--- config.mk ---
export PLATFORM = sky130hd
export DESIGN_NAME = wb_arbiter
export DESIGN_NICKNAME = d
export VERILOG_FILES = /design/src/rtl/wb_arbiter.sv
export SDC_FILE = /design/constraint.sdc
export NUM_CORES = 1
export LEC_CHECK = 0
export CAP_MARGIN = 20
export CORE_ASPECT_RATIO = 0.7
export CORE_MARGIN = 1.5
export CORE_UTILIZATION = 60
export CTS_BUF_LIST = sky130_fd_sc_hd__clkbuf_4 sky130_fd_sc_hd__clkbuf_8
export DETAILED_ROUTE_END_ITERATION = 8
export PLACE_DENSITY = 0.95
export REMOVE_ABC_BUFFERS = 1
export SYNTH_ARGS = -nofsm -noshare
export SYNTH_HDL_FRONTEND = slang
export SYNTH_SLANG_ARGS = --single-unit
--- constraint.sdc ---
create_clock -name clockIn -period 3.4 [get_ports clockIn]
set_input_delay 0.68 -clock clockIn [delete_from_list [all_inputs] [get_ports clockIn]]
set_output_delay 0.68 -clock clockIn [all_outputs]
set_load 0.02 [all_outputs]
--- src/rtl/wb_arbiter.sv ---
// Write-back arbiter: merges single-cycle pipeline results with queued mult/div results
// into one registered register-file write per cycle, and flags pending writes for decode.
module wb_arbiter #(
    parameter int DEPTH  = 4,
    parameter int DATA_W = 32,
    parameter int ADDR_W = 5
) (
    input  logic                    clockIn,
    input  logic                    reset,
    input  logic                    pipeWrite,
    input  logic [ADDR_W-1:0]       pipeAdd,
    input  logic [DATA_W-1:0]       pipeData,
    input  logic                    mdValid,
    input  logic [ADDR_W-1:0]       mdAdd,
    input  logic [DATA_W-1:0]       mdData,
    output logic                    mdReady,
    output logic                    reWrite,
    output logic [ADDR_W-1:0]       reInAdd,
    output logic [DATA_W-1:0]       reInData,
    input  logic [ADDR_W-1:0]       chkAdd1,
    input  logic [ADDR_W-1:0]       chkAdd2,
    output logic                    pendHit1,
    output logic                    pendHit2,
    output logic [$clog2(DEPTH):0]  fifoCount
);

    localparam int PTR_W = $clog2(DEPTH);
    localparam logic [PTR_W:0] FULL_COUNT = (PTR_W + 1)'(DEPTH);

    logic [DEPTH-1:0]  liveQ;
    logic [ADDR_W-1:0] addQ  [DEPTH];
    logic [DATA_W-1:0] dataQ [DEPTH];
    logic [PTR_W-1:0]  rdPtr;
    logic [PTR_W-1:0]  wrPtr;
    logic [PTR_W:0]    count;

    logic pipeIssue;
    logic push;
    logic pop;

    assign fifoCount = count;
    assign mdReady   = (count < FULL_COUNT);
    assign pipeIssue = pipeWrite && (pipeAdd != '0);
    assign pop       = !pipeIssue && (count != '0);
    assign push      = mdValid && mdReady && (mdAdd != '0);

    always_ff @(posedge clockIn or negedge reset) begin
        if (!reset) begin
            liveQ <= '0;
            rdPtr <= '0;
            wrPtr <= '0;
            count <= '0;
        end else begin
            // Later assignments win: squash, then pop-clear, then push (which re-checks the squash).
            if (pipeIssue) begin
                for (int unsigned i = 0; i < DEPTH; i++) begin
                    if (addQ[PTR_W'(i)] == pipeAdd) begin
                        liveQ[PTR_W'(i)] <= 1'b0;
                    end
                end
            end
            if (pop) begin
                liveQ[rdPtr] <= 1'b0;
                rdPtr        <= rdPtr + 1'b1;
            end
            if (push) begin
                liveQ[wrPtr] <= !(pipeIssue && (mdAdd == pipeAdd));
                wrPtr        <= wrPtr + 1'b1;
            end
            if (push && !pop) begin
                count <= count + 1'b1;
            end else if (pop && !push) begin
                count <= count - 1'b1;
            end
        end
    end

    always_ff @(posedge clockIn) begin
        if (push) begin
            addQ[wrPtr]  <= mdAdd;
            dataQ[wrPtr] <= mdData;
        end
    end

    always_ff @(posedge clockIn or negedge reset) begin
        if (!reset) begin
            reWrite  <= 1'b0;
            reInAdd  <= '0;
            reInData <= '0;
        end else if (pipeIssue) begin
            reWrite  <= 1'b1;
            reInAdd  <= pipeAdd;
            reInData <= pipeData;
        end else if (pop) begin
            reWrite  <= liveQ[rdPtr];
            reInAdd  <= addQ[rdPtr];
            reInData <= dataQ[rdPtr];
        end else begin
            reWrite  <= 1'b0;
        end
    end

    logic qHit1;
    logic qHit2;

    always_comb begin
        qHit1 = 1'b0;
        qHit2 = 1'b0;
        for (int unsigned i = 0; i < DEPTH; i++) begin
            if (liveQ[PTR_W'(i)] && (addQ[PTR_W'(i)] == chkAdd1)) qHit1 = 1'b1;
            if (liveQ[PTR_W'(i)] && (addQ[PTR_W'(i)] == chkAdd2)) qHit2 = 1'b1;
        end
    end

    assign pendHit1 = (chkAdd1 != '0) && (qHit1 || (reWrite && (reInAdd == chkAdd1)));
    assign pendHit2 = (chkAdd2 != '0) && (qHit2 || (reWrite && (reInAdd == chkAdd2)));

endmodule

==> impl_results.md <==
- Async S/R FF share, synth: 0.2487
- First DRT Iteration DRCs: 320
- Fmax: 316.2 MHz
- Num ports: 132
- Period utilization: 0.9301
- Post-layout nets: 779
- CP startpoint kind: primary input
- Lkg Pwr: 3.986 nW
- Initial core utilization: 0.6211
- Hold Buf Count CTS: 0
- Gr usage total: 0.2745
- Comb power frac: 0.342
- Postcts setup bufs: 0
- Max VDD drop: 0.0005007 V
- Net Sw Frac: 0.3245
- CTS Buf Count: 17
- Synth top area cells: edfxtp_1 51%, dfrtp_1 14%, mux4_2 9.8%, xor2_1 5.1%, mux2i_1 4.6%
- DR vias: 5189
- RSZ-0062 raised after global routing: no
- Area Growth Syn to Fin: 23.11%
- Standard-cell rows: 36
- PwrDens: 731.6 nW/µm²
- Mapped Cells: 545
- CTS tree: built
- Worst Setup Slack post-DPL: -72.19 ps
- 1st-pass router iterations: 5
- Fin area: 10750 µm²
- MaxCap Viol Count: 0
- Wire per inst: 22.18 µm
- Synthesized area: 8728 µm²
- Status: complete, no violations
- Setup crit end kind: output port
- Critical Path RT: 2720 ps
- Syn avg cell area: 16.02 µm²
- Die W: 147.2 µm
- Hold crit path type: primary input to asynchronous set/reset pin
- Vias per Instance: 5.870
- EDFF count, synth: 148
- Worst Tran Pin Value: 872.6 ps
- Final worst setup slack: 237.7 ps
- Final setup violation count: 0
- Crit path max fanout: 5
- Most frequent cell after synthesis: edfxtp_1
- # DRC: 0
- Synth warn: 0
- # clock sinks: 197
- Clock power share: 0.214
- Share of cells above drive strength 1: 0.1556
- Vias in the first global route: 5572
- Flops & latches, synth: 197
- Final RePlAce weighted congestion: 0.9044
- Fin. Hold Viols: 0
- Critical path type: primary input to output port
- Synth cell count leaders: 148 x edfxtp_1, 51 x xor2_1, 49 x dfrtp_1
- Synth top area share: 0.5092
- CP Data Arrival Time: 2480 ps
- Seq/Total Area, Yosys: 0.6497
- DP Area: 10290 µm²
- Fin crit period: 3162 ps
- Slew headroom: 0.4182
- Core area: 14050 µm²
- Fin. max-slew vios: 0
- CTS Buffer Depth: 2
- Post-DP HPWL: 13.06 mm
- Post-route antenna net violation count: 0
- Sequential share of power: 0.444
- Post-route insts no fill: 884
- Psw: 2.551 mW
- Clock skew: 17.14 ps
- Yosys top cell by area: edfxtp_1
- First-pass GRT wire length: 30.82 mm
- Die ar.: 15290 µm²
- Global route total overflow: 0
- Die height: 103.9 µm
- H-Tree Level Count: 4
- Antenna violations before repair: 0
- Primary FF master, synth: edfxtp_1
- Dpl cells: 852
- Worst-path clk slew: 100 ps
- Unique masters post-synth: 32
- Cts repair resizes: 8
- DRT Wirelength: 19.61 mm
- CTS root buf: clkbuf_8
- IO buf count: 131
- Antenna cells: 0
- P_int: 5.310 mW
- Latest clock arrival within the worst-skew pair: 470 ps
- Largest net degree at the start of global routing: 84
-- power by group through the flow --
| stage | combinational (mW) | sequential, mW | clock [mW] |
|---|---|---|---|
| 6_report | 2.69 | 3.49 | 1.68 |
| 5_1_grt | 2.89 | 3.55 | 1.79 |
| 4_1_cts | 2.72 | 3.50 | 1.71 |
| 3_5_place_dp | 2.71 | 3.55 | 0 |
| 3_3_place_gp | 2.61 | 3.50 | 0 |
| 2_1_floorplan | 1.40 | 3.74 | 0 |
-- kinds of logic (layout without fill, tap and decap cells) --
| kind of cell | count (synthesis) | in the layout | share of synthesized area |
|---|---|---|---|
| AND/OR/NAND/NOR | 92 | 92 | 0.05232 |
| adder cells (fa/ha/maj) | 10 | 10 | 0.01520 |
| multiplexers | 81 | 81 | 0.1482 |
| flip-flops | 197 | 197 | 0.6497 |
| XOR/XNOR | 80 | 80 | 0.08028 |
| AO/OA/AOI/OAI | 42 | 42 | 0.02666 |
| buffers and inverters | 43 | 192 | 0.02766 |
-- cell usage in the layout, fill, tap and decap left out, types with 2 or more instances in the layout --
master           count
nor2_1              36
bufinv_16            4
clkinvlp_4           3
o22a_1               2
nand3_1             25
a21oi_1             35
xnor2_1             29
clkdlybuf4s50_1    123
buf_12               4
dlygate4sd2_1        7
inv_6                3
xor2_1              51
ha_1                 9
inv_1                6
nand2_1              6
buf_4               19
mux2_2               2
dfrtp_1             47
and2_2               4
nor4_1              10
or4_1                6
inv_8                2
mux2i_1             40
edfxtp_1           148
mux4_2              38
clkbuf_8            17
dfrtp_2              2
-- routing by layer --
metal  global-route usage  share of wire  vias up
met2               0.4323           0.49      232
li1                     -              -     2318
met5                    0              0        -
met3              0.06667          0.073       28
met1               0.3820           0.42     2611
met4              0.09071          0.016        0
-- flip-flops by register name (all words and copies together) (netlist names) --
signal     flops
addQ          20
reWrite        1
dataQ        128
rdPtr          2
reInData      32
reInAdd        5
fifoCount      3
liveQ          4
wrPtr          2
-- cell type report --
type / instances / area, µm²
inverter: 6 / 22.52
clock buffer: 17 / 234.0
timing repair buffer: 154 / 1520
sequential: 197 / 5673
multi-input combinational: 305 / 2836
fill: 818 / 3308
clock inverter: 15 / 221.5
tap: 190 / 237.7
-- path summary, 6_finish.rpt --
path	start	to	slack (ps)	cells after the start
setup reg to reg	fifoCount[0]	fifoCount[2]	1190	8
hold / removal	reset	liveQ[3]	270	1
hold reg to reg	fifoCount[0]	fifoCount[0]	550	1
min in group clockIn	fifoCount[0]	fifoCount[0]	550	1
setup / recovery	chkAdd1[3]	pendHit1	240	7
max in group asynchronous	reset	reInData[8]	2300	2
-- stage by stage --
step / total power, mW / hold WS [ps] / utilization / TNS, ps
final: 7.862 / 270.2 / 0.7646 / 0
after CTS: 7.927 / 263.6 / 0.7646 / 0
after detailed placement: 6.251 / 545.1 / 0.7324 / -130.3
after global placement: 6.106 / 534.3 / 0.7324 / -85.89
after global routing: 8.234 / 299.2 / 0.7646 / 0
after floorplan: 5.140 / 384.4 / - / -1515
-- critical path: stages --
cell and delay, ps:
clkdlybuf4s50_1 550, xor2_1 230, nor4_1 300, nand3_1 110, nand3_1 90, o22a_1 180
dlygate4sd2_1 340
Power figures use the tool's default switching activity.
